--- config.mk ---
export PLATFORM = sky130hd
export DESIGN_NAME = afe_spi_ctrl
export DESIGN_NICKNAME = d
export VERILOG_FILES = /design/src/rtl/afe_spi_ctrl.sv
export SDC_FILE = /design/constraint.sdc
export NUM_CORES = 1
export LEC_CHECK = 0
export CAP_MARGIN = 25
export CELL_PAD_IN_SITES_DETAIL_PLACEMENT = 1
export CELL_PAD_IN_SITES_GLOBAL_PLACEMENT = 2
export CORE_ASPECT_RATIO = 0.5
export CORE_UTILIZATION = 36
export CTS_CLUSTER_SIZE = 40
export DETAILED_ROUTE_END_ITERATION = 8
export MAX_ROUTING_LAYER = met4
export PLACE_DENSITY = 0.82
export SLEW_MARGIN = 20
export SYNTH_ARGS = -nofsm -noshare
export SYNTH_HDL_FRONTEND = slang
export SYNTH_SLANG_ARGS = --single-unit
--- constraint.sdc ---
create_clock -name sys_clk -period 6.18 [get_ports sys_clk]
set_input_delay 1.854 -clock sys_clk [delete_from_list [all_inputs] [get_ports sys_clk]]
set_output_delay 1.854 -clock sys_clk [all_outputs]
set_load 0.1 [all_outputs]
--- src/rtl/afe_spi_ctrl.sv ---
// Command-driven SPI master (mode 0) for the AFE link: shifts 1-32 bits MSB-first,
// pulses the spi_sel latch strobe, then returns the captured MISO word.
module afe_spi_ctrl #(
  parameter int CLK_DIV   = 4,
  parameter int LATCH_CYC = 4
) (
  input  logic        sys_clk,
  input  logic        sys_rst,
  input  logic        cmd_valid,
  output logic        cmd_ready,
  input  logic [31:0] cmd_data,
  input  logic [4:0]  cmd_len,
  input  logic [1:0]  cmd_csel,
  output logic        rsp_valid,
  output logic [31:0] rsp_data,
  output logic        busy,
  output logic        spi_clk_o,
  output logic        spi_mosi_o,
  input  logic        spi_miso_i,
  output logic        spi_sel,
  output logic        sel0,
  output logic        sel1
);

  typedef enum logic [2:0] {IDLE, SETUP, HIGH, LOW, LATCH, DONE} state_t;

  localparam logic [7:0] DIV_LD = 8'(CLK_DIV - 1);
  localparam logic [7:0] LAT_LD = 8'(LATCH_CYC - 1);

  state_t      r_state;
  logic [7:0]  r_div;
  logic [5:0]  r_bits;
  logic [5:0]  r_len;
  logic [31:0] r_sh;
  logic [31:0] r_rx;
  logic        r_s1, r_s2;

  logic [5:0]  w_len;
  logic [5:0]  w_shift;

  // cmd_len of 0 encodes a full 32-bit transfer
  assign w_len      = (cmd_len == 5'd0) ? 6'd32 : {1'b0, cmd_len};
  assign w_shift    = 6'd32 - w_len;
  assign spi_mosi_o = r_sh[31];

  always_ff @(posedge sys_clk or posedge sys_rst) begin
    if (sys_rst) begin
      r_state   <= IDLE;
      r_div     <= 8'd0;
      r_bits    <= 6'd0;
      r_len     <= 6'd0;
      r_sh      <= 32'd0;
      r_rx      <= 32'd0;
      r_s1      <= 1'b0;
      r_s2      <= 1'b0;
      cmd_ready <= 1'b1;
      rsp_valid <= 1'b0;
      rsp_data  <= 32'd0;
      busy      <= 1'b0;
      spi_clk_o <= 1'b0;
      spi_sel   <= 1'b0;
      sel0      <= 1'b0;
      sel1      <= 1'b0;
    end else begin
      r_s1 <= spi_miso_i;
      r_s2 <= r_s1;
      case (r_state)
        IDLE: begin
          rsp_valid <= 1'b0;
          if (cmd_valid && cmd_ready) begin
            r_len       <= w_len;
            {sel1, sel0} <= cmd_csel;
            // left-align so bit (N-1) sits on MOSI; zeros behind it idle MOSI low at the end
            r_sh        <= cmd_data << w_shift;
            r_rx        <= 32'd0;
            r_bits      <= 6'd0;
            busy        <= 1'b1;
            cmd_ready   <= 1'b0;
            r_div       <= DIV_LD;
            r_state     <= SETUP;
          end else begin
            cmd_ready <= 1'b1;
          end
        end
        SETUP: begin
          if (r_div == 8'd0) begin
            r_div     <= DIV_LD;
            spi_clk_o <= 1'b1;
            r_state   <= HIGH;
          end else begin
            r_div <= r_div - 8'd1;
          end
        end
        HIGH: begin
          if (r_div == 8'd0) begin
            r_rx      <= {r_rx[30:0], r_s2};
            r_bits    <= r_bits + 6'd1;
            r_sh      <= {r_sh[30:0], 1'b0};
            spi_clk_o <= 1'b0;
            r_div     <= DIV_LD;
            r_state   <= LOW;
          end else begin
            r_div <= r_div - 8'd1;
          end
        end
        LOW: begin
          if (r_div == 8'd0) begin
            if (r_bits < r_len) begin
              spi_clk_o <= 1'b1;
              r_div     <= DIV_LD;
              r_state   <= HIGH;
            end else begin
              spi_sel <= 1'b1;
              r_div   <= LAT_LD;
              r_state <= LATCH;
            end
          end else begin
            r_div <= r_div - 8'd1;
          end
        end
        LATCH: begin
          if (r_div == 8'd0) begin
            spi_sel <= 1'b0;
            r_state <= DONE;
          end else begin
            r_div <= r_div - 8'd1;
          end
        end
        DONE: begin
          rsp_valid <= 1'b1;
          rsp_data  <= r_rx;
          busy      <= 1'b0;
          r_state   <= IDLE;
        end
        default: r_state <= IDLE;
      endcase
    end
  end

endmodule

== Yosys cells after proc, flatten, opt, wreduce, memory -nomap -nowiden ==
Cells that the tools add are included.
Word-level totals
  input port bits: 43
  logic and storage cells: 84
  bits in registers: 128
  output and inout port bits: 40
Operators by class
  shifts and indexed selects: 1
  reductions and logical operators: 17
  order comparisons: 1
  add/sub/neg operators: 3
  equal/unequal tests: 13
  muxes and demuxes: 33
Operators with widths (number)
  $mux W32: 4
  $pmux W32 S2: 2
  $shl A32 B6 Y32: 1
  $mux W8: 3
  $pmux W8 S3: 1
  $mux W3: 6
  $mux W6: 3
  $ne A2 B2 Y1 const B: 8
  $pmux W3 S5: 1
  $pmux W6 S2: 1
  $reduce_and A5 Y1: 2
  $logic_not A8 Y1: 1
  $mux W1: 8
  $sub A8 B1 Y8 const B: 1
  $add A6 B1 Y6 const B: 1
  $eq A3 B2 Y1 const B: 2
  $eq A3 B3 Y1 const B: 2
  $lt A6 B6 Y1: 1
  $pmux W1 S2: 3
  $reduce_and A3 Y1: 2
  $reduce_bool A2 Y1: 3
  $reduce_bool A3 Y1: 2
  $sub A6 B6 Y6 const A: 1
  $logic_not A5 Y1: 1
  other kinds (7): 8

== Depth between registers and ports, before layout ==
Gate-level depths: netlist of the first run.
  depth in word-level cells: 6
  depth in mapped cells: 12
  mapped depth without buffers: 8

== Worst setup path after synthesis of the first run ==
No wires, ideal clock.
  path type: in2reg
  from: input cmd_len[0]
  to: register r_sh[27]
  stages: 10
  slack: 2.113 ns
  path buffers: 3
  data required time: 6.054 ns
  library setup time: 0.126 ns
  data arrival time: 3.941 ns
  cell sequence: buf_2 -> inv_1 -> ha_1 -> buf_6 -> buf_6 -> mux4_2 -> mux2i_1 -> nand2_1 -> and3_1 -> o32a_1
Between the ends
  cells in the longest elaborated chain, start to end: 6
Ends and longest elaborated chain
  start: declaration: RTL line 12  | input logic [4:0] cmd_len,
  $logic_not A5 Y1: RTL line 42  | assign w_len = (cmd_len == 5'd0) ? 6'd32 : {1'b0, cmd_len};
  $mux W6 *: RTL line 42
  $sub A6 B6 Y6 *: RTL line 43  | assign w_shift = 6'd32 - w_len;
  $shl A32 B6 Y32 *: RTL line 74  | r_sh <= cmd_data << w_shift;
  $mux W32 *: RTL line 70  | if (cmd_valid && cmd_ready) begin
  $pmux W32 S2 *: RTL line 67  | case (r_state)
  end signal: assignment: RTL line 74
  end signal: assignment: RTL line 98  | r_sh <= {r_sh[30:0], 1'b0};
  end: declaration: RTL line 34  | logic [31:0] r_sh;
Every way passes the cells marked *; elsewhere a longest branch is shown, timed or not. The select of a mux whose other input is x is not followed.
A chain may end at the register's enable or synchronous reset.

== Worst setup path in the final report of the first run ==
  from: input cmd_len[1]
  to: register r_sh[27]
The elaborated chain is that of the path after synthesis.

==> flow_metrics.tcl, run 1 <==
set metrics [dict create \
    power_density_mw_per_mm2 239 \
    worstMarginPinSlew_ps 1030 \
    p_comb_share_pct 13.1 \
    dr.pass1.iters 4 \
    drc 0 \
    postPlaceCellArea_mm2 0.00811 \
    drive_above_1_share_pct 15.7 \
    initial_core_util_pct 37.6 \
    fin_nets 829 \
    rsz0062_at_grt "false" \
    ys_seq_area_share_pct 45.4 \
    final_hold_viol_count 0 \
    swShare_pct 28.6 \
    critPathTopFamily "buffers and inverters" \
    slew_headroom_pct 30.8 \
    cts_tree "done" \
    synth.distinct_cells 55 \
    viasPerCell 5.43 \
    whs_ps 351 \
    syn_area_mm2 0.00706 \
    std_cell_rows 35 \
    ioPinCount 83 \
    period_needed_ps 4690 \
    critical-path-max-stage-delay_ps 800 \
    grt_max_degree 52 \
    synth_edf_count 0 \
    max_freq_mhz 213 \
    tns_ps 0 \
    maxCapViolCount 0 \
    crit_buf_inv 3 \
    cts-root-buf "clkbuf_16" \
    crit_slowest_cell "ha_2" \
    synth_fp_nets 762 \
    numCtsBuffers 17 \
    ir_worst_vdd_v 0.000144 \
    dp_hpwl_mm 14.1 \
    grt_pass1_wl_mm 33.5 \
    hold_class "flip-flop to flip-flop" \
    antenna_found_initial 0 \
    critPathKind "primary input to flip-flop" \
    yosys.area.top_type_share_pct 45.0 \
    area_delta_synth_final_pct 23.0 \
    drtIter0Drc 326 \
    grt_pass1_vias 5999 \
    clock_latency_ps 420 \
    num_vias 5700 \
    leakagePower_nw 3.73 \
    cts.sinks 128 \
    fin_area_mm2 0.00868 \
    synthTopCellsByArea "dfrtp_1 45%, mux4_2 8.3%, nand2_1 7.8%, mux2_2 5.7%, mux2i_1 3.7%" \
    yosys_warnings 0 \
    drv_slew 0 \
    cp_max_fo 26 \
    cts.repair.resized 0 \
    h-tree-depth 4 \
    place_congestion 0.872 \
    grt_use_total_pct 22.4 \
    status "finished, final reports clean" \
    io_buffers 82 \
    power_frac_clock_pct 46.5 \
    routed_wl_mm 20.0 \
    setup_viol 0 \
    post_drt_wl_per_cell_um 19.1 \
    cts_hold_buf 0 \
    die_y_um 101 \
    timing.final.crit_share_pct 76.0 \
    end_kind "flip-flop" \
    cts_setup_buffers 0 \
    p_seq_share_pct 40.4 \
    die_x_um 200 \
    avgSynthCellArea_um2 9.94 \
    worstPathCellList "clkdlybuf4s50_1 -> inv_1 -> ha_2 -> buf_4 -> mux4_2 -> mux2i_1 -> nand2_1 -> and3_1 -> o32a_1" \
    path_clk_slew_ps 70 \
    worstPathArrival_ps 5000 \
    synth_flop_cell "dfrtp_1" \
    worstPathRequired_ps 6490 \
    die_area_mm2 0.0202 \
    yosys.area.top_type "dfrtp_1" \
    core_mm2 0.0188 \
    ant_nets 0 \
    cts.path.max_buffers 2 \
    num_antenna_cells 0 \
    power.switching_mw 0.593 \
    internal-power_mw 1.48 \
    async_flop_share_pct 100 \
    skew_ps 12.4 \
    syn_inst 710 \
    worst_setup_path_start_kind "primary input" \
    synth-seq-cells 128 \
    overflow 0 \
]
-- cell usage in the layout (no fill, tap or decap), drive strengths merged, types with 3 or more instances in the layout --
cell type | netlist | layout
a21oi | 31 | 31
a221o | 7 | 7
a221oi | 3 | 3
a22oi | 7 | 7
a31oi | 5 | 5
and3 | 11 | 11
buf | 30 | 15
clkbuf | 19 | 17
clkdlybuf4s50 | 0 | 82
clkinv | 0 | 3
clkinvlp | 0 | 3
dfrtp | 127 | 127
ha | 9 | 9
inv | 12 | 21
mux2 | 36 | 36
mux2i | 26 | 26
mux4 | 26 | 26
nand2 | 146 | 146
nand2b | 3 | 3
nand3 | 47 | 47
nor2 | 46 | 46
nor3 | 9 | 9
o21a | 4 | 4
o21ai | 45 | 45
o221ai | 4 | 4
o22ai | 4 | 4
o31ai | 5 | 5
o32a | 3 | 3
xnor2 | 9 | 9
xor2 | 7 | 7
-- cells in the mapped netlist (2+ instances only) --
cell,number
nor3_4,2
o22a_1,2
buf_2,16
mux2i_1,26
nor3_1,7
o21a_1,4
a31oi_1,5
inv_1,12
nand3_1,46
or3b_2,2
dfrtp_1,127
xnor2_1,9
a221oi_1,3
a211oi_1,2
nand2_1,146
nand4_1,2
nor2_1,46
o32a_1,3
o22ai_1,4
buf_6,4
xor2_1,6
buf_4,3
mux2_2,36
nand3b_1,2
o31ai_1,5
nor2b_1,2
mux4_2,26
buf_1,7
clkbuf_1,19
a21oi_1,31
o21ai_0,44
and3_1,11
or2_1,2
o221ai_1,4
or3_1,2
ha_1,9
nand2b_1,3
a221o_1,7
a22oi_1,7
-- flip-flops by register name (all words and copies together), names as in the netlist, 3 cells and up --
signal and count:
r_bits 6, r_div 8, r_len 6, r_rx 32, r_sh 32, r_state 3, rsp_data 32
-- metrics by stage --
stage	utilization, %	worst slack [ps]	power [mW]	cells
after floorplan	-	915	1.03	710
after global placement	43.0	1110	1.12	1016
after detailed placement	43.2	1040	1.13	1017
after CTS	46.2	1480	2.10	1049
after global routing	46.2	1230	2.16	1049
final	46.2	1490	2.08	1049
-- area by class of cell --
| type | count | area (µm²) |
|---|---|---|
| fillers | 2089 | 10100 |
| multi-input cells | 521 | 3580 |
| flip-flops and latches | 128 | 3200 |
| repair buffers | 97 | 953 |
| clock buffers | 17 | 425 |
| well taps | 259 | 324 |
| clock inverters | 15 | 143 |
| inverters | 12 | 47.5 |
-- layer usage --
metal / track usage [%] / vias to the layer above / routed length (µm) / part of all wire, %
met5: - / - / 0 / 0
met4: 6.40 / 0 / 378 / 1.9
met3: 3.95 / 27 / 811 / 4.0
met2: 35.7 / 144 / 9490 / 47
met1: 29.4 / 2872 / 9370 / 47
li1: - / 2657 / - / -
-- final timing paths --
| kind | startpoint | to | slack (ps) | cells past startpoint |
|---|---|---|---|---|
| worst max-delay path | cmd_len[1] | r_sh[27] | 1490 | 9 |
| worst min-delay path | r_s1 | r_s2 | 350 | 0 |
| worst max register to register | r_div[0] | r_sh[23] | 3090 | 8 |
| worst min register to register | r_s1 | r_s2 | 350 | 0 |
| max in group asynchronous | sys_rst | r_rx[9] | 3390 | 4 |
| min in group asynchronous | sys_rst | rsp_data[24] | 1820 | 2 |
-- power by group through the flow --
| stage | registers [mW] | clock network (mW) | logic, mW |
|---|---|---|---|
| after global placement | 0.854 | 0 | 0.266 |
| after floorplan | 0.854 | 0 | 0.178 |
| final | 0.839 | 0.966 | 0.272 |
| after detailed placement | 0.854 | 0 | 0.271 |
| after global routing | 0.838 | 1.02 | 0.296 |
| after CTS | 0.839 | 0.986 | 0.272 |
-- cells by family after synthesis --
kind of cell | Yosys count | synth area share (%)
AND/OR/NAND/NOR | 281 | 17.9
flip-flops | 128 | 45.4
AO/OA/AOI/OAI | 127 | 11.2
multiplexers | 88 | 17.7
buffers and inverters | 61 | 4.11
XOR/XNOR | 16 | 2.09
adder cells (fa/ha/maj) | 9 | 1.60
Power figures use the tool's default switching activity.
==> run 2, diff against run 1 <==
- CORE_UTILIZATION: 36 -> 33
- PLACE_DENSITY: 0.82 -> 0.79
- clock period: 6.18 -> 4.11 ns (I/O delays scaled with it)
==> run 2 against run 1 <==
  * First-iteration DRC count is 10% lower
  * Sequential power is 50% higher
  * Flip-flop and latch count unchanged
  * Die area up 8.9%
  * Non-clock buffer count rose by 8
  * Clock skew down 0.65 ps
  * Cell count increased by 2.1%
  * Setup slack worse by 870 ps
  * Highest routed layer unchanged
==> flow_metrics.tcl, run 2 (synthesized netlist as in run 1, its figures left out) <==
set metrics [dict create \
    whs_ps 361 \
    die_x_um 209 \
    worstMarginPinSlew_ps 1020 \
    grt_max_degree 129 \
    worstPathRequired_ps 4400 \
    regArea_mm2 0.00320 \
    period_needed_ps 3490 \
    place_congestion 0.856 \
    max_freq_mhz 286 \
    ioPinCount 83 \
    multi_input_area_mm2 0.00358 \
    drtIter0Drc 292 \
    pre_cts_slack_ps 171 \
    critPathKind "primary input to flip-flop" \
    layout_commonest_cell "nand2_1" \
    viasPerCell 5.33 \
    timing.final.crit_share_pct 85.0 \
    die_y_um 105 \
    skew_ps 11.7 \
    nFillCells 2322 \
    dr.pass1.iters 5 \
    worstPathCellList "clkdlybuf4s50_1 -> inv_1 -> ha_2 -> buf_4 -> mux4_2 -> nand2_1 -> o21ai_0 -> a221o_1 -> o32a_1" \
    hold_class "flip-flop to flip-flop" \
    status "finished, final reports clean" \
    io_buffers 82 \
    stdcell_count 1071 \
    cts_setup_buffers 0 \
    end_kind "flip-flop" \
    clock_latency_ps 410 \
    std_cell_rows 37 \
    cts.repair.resized 0 \
    fin_nets 837 \
    leakagePower_nw 3.82 \
    overflow 0 \
    routed_wl_mm 19.6 \
    antenna_found_initial 0 \
    setup_viol 0 \
    drv_slew 0 \
    die_area_mm2 0.0220 \
    placed_cells 1039 \
    drc 0 \
    cts-root-buf "clkbuf_16" \
    slew_headroom_pct 31.8 \
    core_mm2 0.0207 \
    grt_pass1_vias 5957 \
    critical-path-max-stage-delay_ps 540 \
    worst_setup_path_start_kind "primary input" \
    final_hold_viol_count 0 \
    power_density_mw_per_mm2 381 \
    dp_hpwl_mm 14.1 \
    fin_ws_ps 616 \
    area_delta_synth_final_pct 25.4 \
    cts_tree "done" \
    numCtsBuffers 17 \
    rsz0062_at_grt "false" \
    cp_max_fo 12 \
    num_vias 5706 \
    ir_worst_vdd_v 0.000321 \
    top_regs "r_rx x32, r_sh x32, rsp_data x32" \
    cts.path.max_buffers 2 \
    num_antenna_cells 0 \
    crit_slowest_cell "mux4_2" \
    tns_ps 0 \
    grt_use_total_pct 19.3 \
    worstPathArrival_ps 3780 \
    post_drt_wl_per_cell_um 18.3 \
    drive_above_1_share_pct 16.8 \
    grt_pass1_wl_mm 32.9 \
    final_cell_mix "146 x nand2_1, 127 x dfrtp_1, 79 x clkdlybuf4s50_1" \
    cts.sinks 128 \
    ant_nets 0 \
    maxCapViolCount 0 \
    initial_core_util_pct 34.0 \
    h-tree-depth 4 \
    cts_hold_buf 0 \
    finalPower_mw 3.37 \
    path_clk_slew_ps 70 \
]
run 2: cell count changes in the layout (fill, tap and decap cells not counted), sizes merged:
cell,delta
inv,-5
bufinv,+5
clkinvlp,-2
clkinv,+1
clkdlybuf4s50,-3
buf,+11
clkbuf,+1
run 2: through the flow:
step                util (%)  cell area, µm²
CTS                     42.7            8850
finish                  42.7            8850
floorplan                  -            7060
detailed placement      39.5            8200
global placement        39.5            8200
global route            42.7            8850
run 2: power breakdown:
| group | total, mW | leakage, nW | switching (mW) | internal (mW) |
|---|---|---|---|---|
| Clock | 1.69 | 0.320 | 0.601 | 1.09 |
| Combinational | 0.423 | 2.01 | 0.242 | 0.181 |
| Sequential | 1.26 | 1.49 | 0.000210 | 1.26 |
| Total | 3.37 | 3.82 | 0.843 | 2.53 |
run 2: path summary, 6_finish.rpt:
kind | from | endpoint | slack (ps) | depth (start not counted)
worst max register to register | r_div[1] | r_sh[23] | 1520 | 8
worst min-delay path | r_s1 | r_s2 | 360 | 0
max in group asynchronous | sys_rst | rsp_data[9] | 2210 | 3
worst max-delay path | cmd_len[0] | r_sh[24] | 620 | 9
min in group asynchronous | sys_rst | r_rx[23] | 1350 | 3
worst min register to register | r_s1 | r_s2 | 360 | 0
run 2: layout make-up:
type	instances	share of cell area (%)
tap	273	3.86
sequential	128	36.2
clock buffer	18	4.85
clock inverter	14	2.54
multi-input combinational	521	40.5
timing repair buffer	105	11.6
inverter	12	0.551
run 2: worst max-delay path: cells and delay by family:
| family | cells | cell delay (ps) |
|---|---|---|
| buf+inv | 3 | 790 |
| compound gates | 3 | 770 |
| mux | 1 | 540 |
| fa+ha+maj | 1 | 360 |
| simple gates | 1 | 90 |
run 2: per-layer routing:
layer | wire [µm] | global-route usage (%)
met1 | 9590 | 26.3
met3 | 665 | 3.19
met4 | 153 | 3.68
met2 | 9230 | 30.7
met5 | 0 | -
